===== src/rtl/boreal_pkg.sv =====
// Shared constants and state encoding for the Boreal ADS1299 frame capture/unpack path.
package boreal_pkg;

    localparam int BOREAL_FRAME_WORDS = 33;
    localparam int BOREAL_WORD_W      = 24;
    localparam int BOREAL_FRAME_W     = BOREAL_FRAME_WORDS * BOREAL_WORD_W;

    localparam logic [3:0] BOREAL_STATUS_HDR = 4'hC;

    typedef enum logic {
        ST_IDLE   = 1'b0,
        ST_STREAM = 1'b1
    } boreal_state_e;

endpackage


===== src/rtl/boreal_frame_unpacker.sv =====
// Splits a captured ADS1299 daisy-chain frame into sign-extended words on a valid/ready stream.
// Optional status-header check on frame acceptance: define BOREAL_UNPACK_STATUS_CHECK_EN.
module boreal_frame_unpacker
    import boreal_pkg::*;
#(
    parameter int WORDS  = BOREAL_FRAME_WORDS,
    parameter int WORD_W = BOREAL_WORD_W,
    parameter int OUT_W  = 32
) (
    input  logic                    clk,
    input  logic                    rst_n,
    input  logic [WORDS*WORD_W-1:0] frame_in,
    input  logic                    frame_valid,
    output logic [OUT_W-1:0]        m_data,
    output logic                    m_valid,
    input  logic                    m_ready,
    output logic [5:0]              m_index,
    output logic                    m_last,
    output logic                    busy,
    output logic [15:0]             drop_count,
    output logic [15:0]             sync_err
);

    localparam int         FRAME_W  = WORDS * WORD_W;
    localparam logic [5:0] LAST_IDX = 6'(WORDS - 1);

    boreal_state_e      state_q, state_d;
    logic [FRAME_W-1:0] buf_q, buf_d;
    logic [5:0]         idx_q, idx_d;
    logic               valid_q, valid_d;
    logic               last_q, last_d;
    logic [OUT_W-1:0]   data_q, data_d;
    logic [15:0]        drop_q, drop_d;
`ifdef BOREAL_UNPACK_STATUS_CHECK_EN
    logic [15:0]        sync_q, sync_d;
`endif

    logic              hs;
    logic              accept;
    logic              hdr_ok;
    logic [WORD_W-1:0] word;

    // NOTE: every variable gets a default before the case so no path leaves it unassigned (no latches).
    always_comb begin
        state_d = state_q;
        buf_d   = buf_q;
        idx_d   = idx_q;
        valid_d = valid_q;
        drop_d  = drop_q;
`ifdef BOREAL_UNPACK_STATUS_CHECK_EN
        sync_d  = sync_q;
        hdr_ok  = (frame_in[FRAME_W-1 -: 4] == BOREAL_STATUS_HDR);
`else
        hdr_ok  = 1'b1;
`endif
        accept  = 1'b0;
        hs      = valid_q & m_ready;
        word    = '0;

        case (state_q)
            ST_IDLE: begin
                if (frame_valid) accept = 1'b1;
            end
            ST_STREAM: begin
                if (hs && last_q) begin
                    // A strobe coinciding with the final handshake chains straight into the next frame.
                    if (frame_valid) begin
                        accept = 1'b1;
                    end else begin
                        state_d = ST_IDLE;
                        valid_d = 1'b0;
                        idx_d   = '0;
                    end
                end else begin
                    if (hs) idx_d = idx_q + 6'd1;
                    if (frame_valid && drop_q != 16'hFFFF) drop_d = drop_q + 16'd1;
                end
            end
            default: state_d = ST_IDLE;
        endcase

        if (accept) begin
            idx_d = '0;
            if (hdr_ok) begin
                buf_d   = frame_in;
                state_d = ST_STREAM;
                valid_d = 1'b1;
            end else begin
                state_d = ST_IDLE;
                valid_d = 1'b0;
`ifdef BOREAL_UNPACK_STATUS_CHECK_EN
                if (sync_q != 16'hFFFF) sync_d = sync_q + 16'd1;
`endif
            end
        end

        // Word 0 sits in the frame MSBs; constant slices keep the mux lint-clean.
        for (int k = 0; k < WORDS; k++) begin
            if (idx_d == 6'(k)) word = buf_d[FRAME_W-1-k*WORD_W -: WORD_W];
        end
        data_d = {{(OUT_W-WORD_W){word[WORD_W-1]}}, word};
        last_d = valid_d && (idx_d == LAST_IDX);
    end

    // NOTE: sequential state uses non-blocking assignments only; the frame buffer is reset too so
    // m_data never exposes stale or X contents after reset.
    always_ff @(posedge clk or negedge rst_n) begin
        if (!rst_n) begin
            state_q <= ST_IDLE;
            buf_q   <= '0;
            idx_q   <= '0;
            valid_q <= 1'b0;
            last_q  <= 1'b0;
            data_q  <= '0;
            drop_q  <= '0;
`ifdef BOREAL_UNPACK_STATUS_CHECK_EN
            sync_q  <= '0;
`endif
        end else begin
            state_q <= state_d;
            buf_q   <= buf_d;
            idx_q   <= idx_d;
            valid_q <= valid_d;
            last_q  <= last_d;
            data_q  <= data_d;
            drop_q  <= drop_d;
`ifdef BOREAL_UNPACK_STATUS_CHECK_EN
            sync_q  <= sync_d;
`endif
        end
    end

    assign m_data     = data_q;
    assign m_valid    = valid_q;
    assign m_index    = idx_q;
    assign m_last     = last_q;
    assign busy       = (state_q == ST_STREAM);
    assign drop_count = drop_q;
`ifdef BOREAL_UNPACK_STATUS_CHECK_EN
    assign sync_err   = sync_q;
`else
    assign sync_err   = 16'd0;
`endif

endmodule


===== config.mk =====
export PLATFORM = sky130hd
export DESIGN_NAME = boreal_frame_unpacker
export DESIGN_NICKNAME = d
export VERILOG_FILES = /design/src/rtl/boreal_pkg.sv /design/src/rtl/boreal_frame_unpacker.sv
export SDC_FILE = /design/constraint.sdc
export NUM_CORES = 2
export LEC_CHECK = 0
export ABC_AREA = 1
export ABC_CLOCK_PERIOD_IN_PS = 7200
export CORE_AREA = 2 2 340 342
export CTS_BUF_LIST = sky130_fd_sc_hd__clkbuf_4 sky130_fd_sc_hd__clkbuf_8 sky130_fd_sc_hd__clkbuf_16
export DETAILED_ROUTE_END_ITERATION = 8
export DIE_AREA = 0 0 342 344
export PLACE_DENSITY = 0.64
export SLEW_MARGIN = 25
export SYNTH_ARGS = -nofsm -noshare
export SYNTH_HDL_FRONTEND = slang
export SYNTH_SLANG_ARGS = --single-unit

===== constraint.sdc =====
create_clock -name clk -period 7.2 [get_ports clk]
set_input_delay 1.44 -clock clk [delete_from_list [all_inputs] [get_ports clk]]
set_output_delay 1.44 -clock clk [all_outputs]
set_load 0.01 [all_outputs]

## After elaboration in Yosys (flattened, before gate mapping)

Cells that the tools add are included.

| operators by class | value |
|---|---|
| reduce and logical (&&, ||, !) cells | 5 |
| bitwise gates (word level) | 3 |
| equal/unequal tests | 33 |
| mux-type cells | 49 |
| $add $sub $neg | 2 |

Operators by type and width:

| cell | number |
|---|---|
| two-way mux 24 bit | 33 |
| two-way mux 792 bit | 1 |
| == test 6 x 5 -> 1 bit, second input constant | 16 |
| == test 6 x 4 -> 1 bit, second input constant | 8 |
| two-way mux 6 bit | 5 |
| == test 6 x 3 -> 1 bit, second input constant | 4 |
| adder 16 x 1 -> 16 bit, second input constant | 1 |
| != test 16 bit, second input constant | 1 |
| == test 6 x 2 -> 1 bit, second input constant | 2 |
| two-way mux 1 bit | 9 |
| adder 6 x 1 -> 6 bit, second input constant | 1 |
| == test 6 x 1 -> 1 bit, second input constant | 1 |
| == test 6 bit, second input constant | 1 |
| zero test 6 bit | 1 |
| logical AND 1 bit | 3 |
| AND reduction 3 bit | 1 |
| NOT 1 bit | 2 |
| case mux 1 bit (2 select lines) | 1 |
| bitwise AND 1 bit | 1 |

| word-level totals | value |
|---|---|
| bits of input ports | 796 |
| output and inout bits | 73 |
| flip-flop bits (word level) | 841 |

## Longest topological paths before layout

| logic depth | value |
|---|---|
| word-level depth | 39 |
| mapped depth | 29 |
| mapped depth without buffers | 28 |

## Worst setup path before layout

OpenSTA, ideal clock, no wires.

| timing | value |
|---|---|
| kind | input -> register |
| start point | input m_ready |
| end point | register data_q[10], in the netlist m_data[10] |
| stages on the path | 27 |
| setup slack | 3349 ps |
| data arrival time | 3734 ps |
| buffers on the path | 3 |
| required time | 7083 ps |
| cell sequence | nand3_2 nand2_1 nand2_2 buf_2 nand3_2 nand2_4 inv_2 buf_6 buf_2 nand3_1 nand3_1 nor2_1 nand4_1 nor2_1 nand4_1 nor2_1 nand4_1 nor2_1 nand4_1 nor2_1 nand4_1 nor2_1 nand4_1 nor2_1 nand4_1 nand2_1 nand2_1 |

| on the way | value |
|---|---|
| longest elaborated chain between the ends | 39 |
| elaborated cells between the ends (all ways) | 75 |

RTL lines:

| element | line | source |
|---|---|---|
| from (decl) | boreal_frame_unpacker.sv:16 | `input logic m_ready,` |
| bitwise AND 1 bit (*) | boreal_frame_unpacker.sv:57 | `hs = valid_q & m_ready;` |
| logical AND 1 bit or two-way mux 6 bit (tied branches) | boreal_frame_unpacker.sv:65, boreal_frame_unpacker.sv:75 |  |
| two-way mux 1 bit or two-way mux 6 bit (tied branches) | boreal_frame_unpacker.sv:65 | `if (hs && last_q) begin` |
| case mux 1 bit (2 select lines) or two-way mux 6 bit (tied branches) | boreal_frame_unpacker.sv:60 | `case (state_q)` |
| two-way mux 6 bit | boreal_frame_unpacker.sv:82 | `if (accept) begin` |
| zero test 6 bit | boreal_frame_unpacker.sv:99 | `if (idx_d == 6'(k)) word = buf_d[FRAME_W-1-k*WORD_W -: WORD_W];` |
| two-way mux 24 bit (32 in series) | boreal_frame_unpacker.sv:99 |  |
| two-way mux 24 bit (*) | boreal_frame_unpacker.sv:99 |  |
| net word[10] | boreal_frame_unpacker.sv:41 | `logic [WORD_W-1:0] word;` |
| to (signal assigned) | boreal_frame_unpacker.sv:125 | `data_q <= data_d;` |
| to (decl) | boreal_frame_unpacker.sv:32 | `logic [OUT_W-1:0] data_q, data_d;` |

Mark *: on every way through the listed nets, which the timed path passes. The rest lies on a longest branch.
A chain may end at the register's enable or synchronous reset.

## Worst setup path in the final report

| timing | value |
|---|---|
| start point | input m_ready |
| end point | register data_q[13], in the netlist m_data[13] |

Same word-level chain as after synthesis.

==> impl_results.md <==
* DIE HEIGHT at roughly 340 um
* All-layer global routing usage at between 20 and 30%
* Yosys top cell area share at between 50% and 60%
* Status: finished clean
* Critical-path cell list: clkdlybuf4s50_1, nand3_2, nand2_1, nand2_8, buf_12, o21ai_0, nor2_1, nor2_1, nand4_1, nor2_1, nand4_1, nor2_1, nand4_1, nor2_1, nand4_1, nor2_1, nand4_1, nor2_1, nand4_1, nor2_1, nand4_1, nand2_1, nand2_1
* Max Freq at 148 MHz
* Leak at 0.0253 uW
* GRT overflow at 0
* Top cells by area, synth: dfrtp_1 (55%), nand2_1 (24%), nor2_1 (3.3%), or2_2 (3.2%), nand4_1 (2.9%)
* Post-CTS Hold Buffers at 0
* Yosys reg bits at about 840
* Crit path max fanout at roughly 140
* Final worst-path cycle share at 93.6%
* Number of core rows at around 120
* Placed cells at between 7,000 and 8,000
* Max incr delay on CP at 0.56 ns
* Actual slew at the worst max-slew pin at between 1 and 1.5 ns
* First-pass GRT wire length at between 200,000 and 250,000 um
* Min Clock Period, post-route at 6.74 ns
* Critical Path End Type: flip-flop
* Cell Area, Placed at between 0.04 and 0.05 mm^2
* Largest net degree at the start of global routing at approximately 170
* Drt drc at 0
* Final WS setup at 0.461 ns
* DRT Wirelength at between 150,000 and 200,000 um
* Skew final at approximately 0.026 ns
* Dpl ws at -0.152 ns
* Final Non-Filler Cells at around 7,300
* Crit path buffers/inverters at 2
* Vias per std cell at slightly below 5
* Layout cells sized above 1 at about 8.7%
* Peak VDD IR at roughly 0.18 mV
* WL per Instance at between 20 and 25 um
* Setup bufs post-CTS at 0
* Reg clk slew, reported paths at 0.06 ns
* Initial core utilization at roughly a third
* Yosys warns at 0
* Post-route core utilization at a little under half
* Final hold violations at 0
* Resized Gates After CTS at 0
* Mapped Area at approximately 0.038 mm^2
* Core region area at between 0.1 and 0.15 mm^2
* H-tree depth at 3
* RSZ-0062 raised after global routing: no
* Detailed placement HPWL at 129,000 um
* Gp weighted congestion at ~1
* Startpoint types: input port
* Antenna violation net count after detailed routing at 0
* Number of I/O port buffers at between 800 and 900
* Hold slack at approximately 0.47 ns
* Critical path type: input port to flip-flop
* Yosys top cell by area: dfrtp_1
* Critical-path top delay cell: clkdlybuf4s50_1
* Number of antenna violations at the first check in global routing at 39
* Critical path's most frequent cell: nor2_1
* Yosys cell types at 33
* Seq/Total Area, Yosys at between 50 and 60%
* Syn-to-layout area delta at 35.7%
* CTS tree: done
* Max clock buf depth at 3
* Signal arrival time at the worst endpoint at roughly 7.3 ns
* Worst Path Required at 7.78 ns
* Hold WC Path Type: flip-flop to flip-flop
* CTS buffer count at between 90 and 100
* Relative slew slack at between 10% and 20%
* Post-Layout Inst Area at approximately 0.052 mm^2
* Final nets at approximately 6,400
* Cells after Synth at 4,872
* Die Wd at about 340 um
* Average cell area after synthesis at 7.79 um^2
* Setup violations, final at 0
* Top Ports at between 800 and 900
* Drt pass-1 iters at 8
* Max-slew violations at 0
* PD cells at between 200 and 300 mW/mm^2
* Die area at between 0.1 and 0.15 mm^2
* CTS root buf: clkbuf_16
* Max-cap violations at 0
* Clock Sinks at 841
* Clk Latency, worst-skew pair at approximately 0.7 ns
* Routed vias at between 30,000 and 40,000
* Delay-heaviest family, CP: simple AND/OR/NAND/NOR gates
* Vias in the first global route at around 35,000
* First DRT Iteration DRCs at 3,580
==> final timing paths <==
| check | startpoint | end | slack, ns | cells past startpoint |
|---|---|---|---|---|
| max | m_ready | m_data[13]$_DFF_PN0_ | 0.46 | 23 |
| min | buf_q[390]$_DFF_PN0_ | buf_q[390]$_DFF_PN0_ | 0.47 | 2 |
| max reg2reg | busy$_DFF_PN0_ | m_data[13]$_DFF_PN0_ | 1.19 | 25 |
| min reg2reg | buf_q[390]$_DFF_PN0_ | buf_q[390]$_DFF_PN0_ | 0.47 | 2 |
| max in group asynchronous | rst_n | buf_q[278]$_DFF_PN0_ | 4.83 | 3 |
| min in group asynchronous | rst_n | buf_q[592]$_DFF_PN0_ | 0.76 | 1 |
==> cells in the mapped netlist <==
library cell	instances
nand2_1	2408
dfrtp_1	841
nor2_1	334
inv_1	216
o21ai_0	194
or2_2	192
clkbuf_1	184
nand4_1	177
nand3_1	112
buf_2	53
nor3_1	39
a21oi_1	27
buf_4	26
buf_1	18
xor2_1	11
nand2_2	9
nand3_2	4
nor3_2	4
xnor2_1	4
inv_2	3
ha_1	2
nand2_4	2
nor4_1	2
a21boi_0	1
buf_6	1
clkinv_1	1
conb_1	1
mux2_2	1
nand3b_1	1
nor2_2	1
nor2_4	1
nor4_2	1
o21bai_2	1
==> metal layers <==
metal  track usage [%]  vias up  share of wire, %
met4              12.9       22               4.5
met2              46.7     1652                47
li1                  -    16637                 -
met3              5.45      300               8.2
met1              36.7    17278                40
met5                 0        -             0.080
==> through the flow <==
stage	setup TNS, ns	power, uW
2_1_floorplan	0	7460
3_3_place_gp	-0.114	9570
3_5_place_dp	-0.244	9610
4_1_cts	0	14700
5_1_grt	0	15300
6_report	0	14600
==> final cells by class <==
type                            instances  area (um^2)
Clock inverter                         35          413
Inverter                              220          826
Multi-Input combinational cell       3544        15100
Fill cell                           11269        62400
Antenna cell                           27         67.6
Sequential cell                       841        21000
Timing Repair Buffer                  937         9320
Tap cell                             1512         1890
Clock buffer                          136         2860
==> worst min-delay path, cell delays in order (launching register included) <==
cell and delay, ns:
dfrtp_1 0.32, nand2_1 0.05, nand2_1 0.07
==> power by group <==
part	switching [uW]	total, uW	internal [uW]
Clock	2090	5080	2980
Combinational	2580	3970	1390
Sequential	225	5580	5350
Total	4900	14600	9730
==> cells by family after synthesis <==
family          count (synthesis)  synth area share [%]
buf+inv                       502                  5.42
compound gates                223                  2.96
xor+xnor                       15                 0.346
fa+ha+maj                       2                0.0659
other cells                     1               0.00988
simple gates                 3287                  35.7
mux                             1                0.0297
flops                         841                  55.4
==> registers in the layout (all words and copies together), names as in the netlist <==
register,flops
drop_count,16
m_valid,1
m_index,6
buf_q,792
m_data,24
m_last,1
busy,1
==> cells in the final DEF, fill, tap and decap left out, types with 5 or more instances in the layout <==
cell type / synthesis / layout
o21ai_0: 194 / 194
or2_2: 192 / 192
clkinv_2: 0 / 18
inv_1: 216 / 216
nand2_2: 9 / 9
clkbuf_16: 0 / 96
conb_1: 1 / 16
xor2_1: 11 / 11
nor3_2: 4 / 11
dfrtp_1: 841 / 841
nor2_1: 334 / 329
nand3_1: 112 / 111
bufinv_16: 0 / 6
diode_2: 0 / 27
nand2_1: 2408 / 2407
nand3_2: 4 / 5
a21oi_1: 27 / 26
nor2_4: 1 / 5
nor3_1: 39 / 28
buf_12: 0 / 10
clkbuf_4: 0 / 15
clkdlybuf4s50_1: 0 / 851
buf_4: 26 / 74
clkbuf_8: 0 / 25
nand4_1: 177 / 177
No activity file was read; power rests on OpenSTA's default activity.
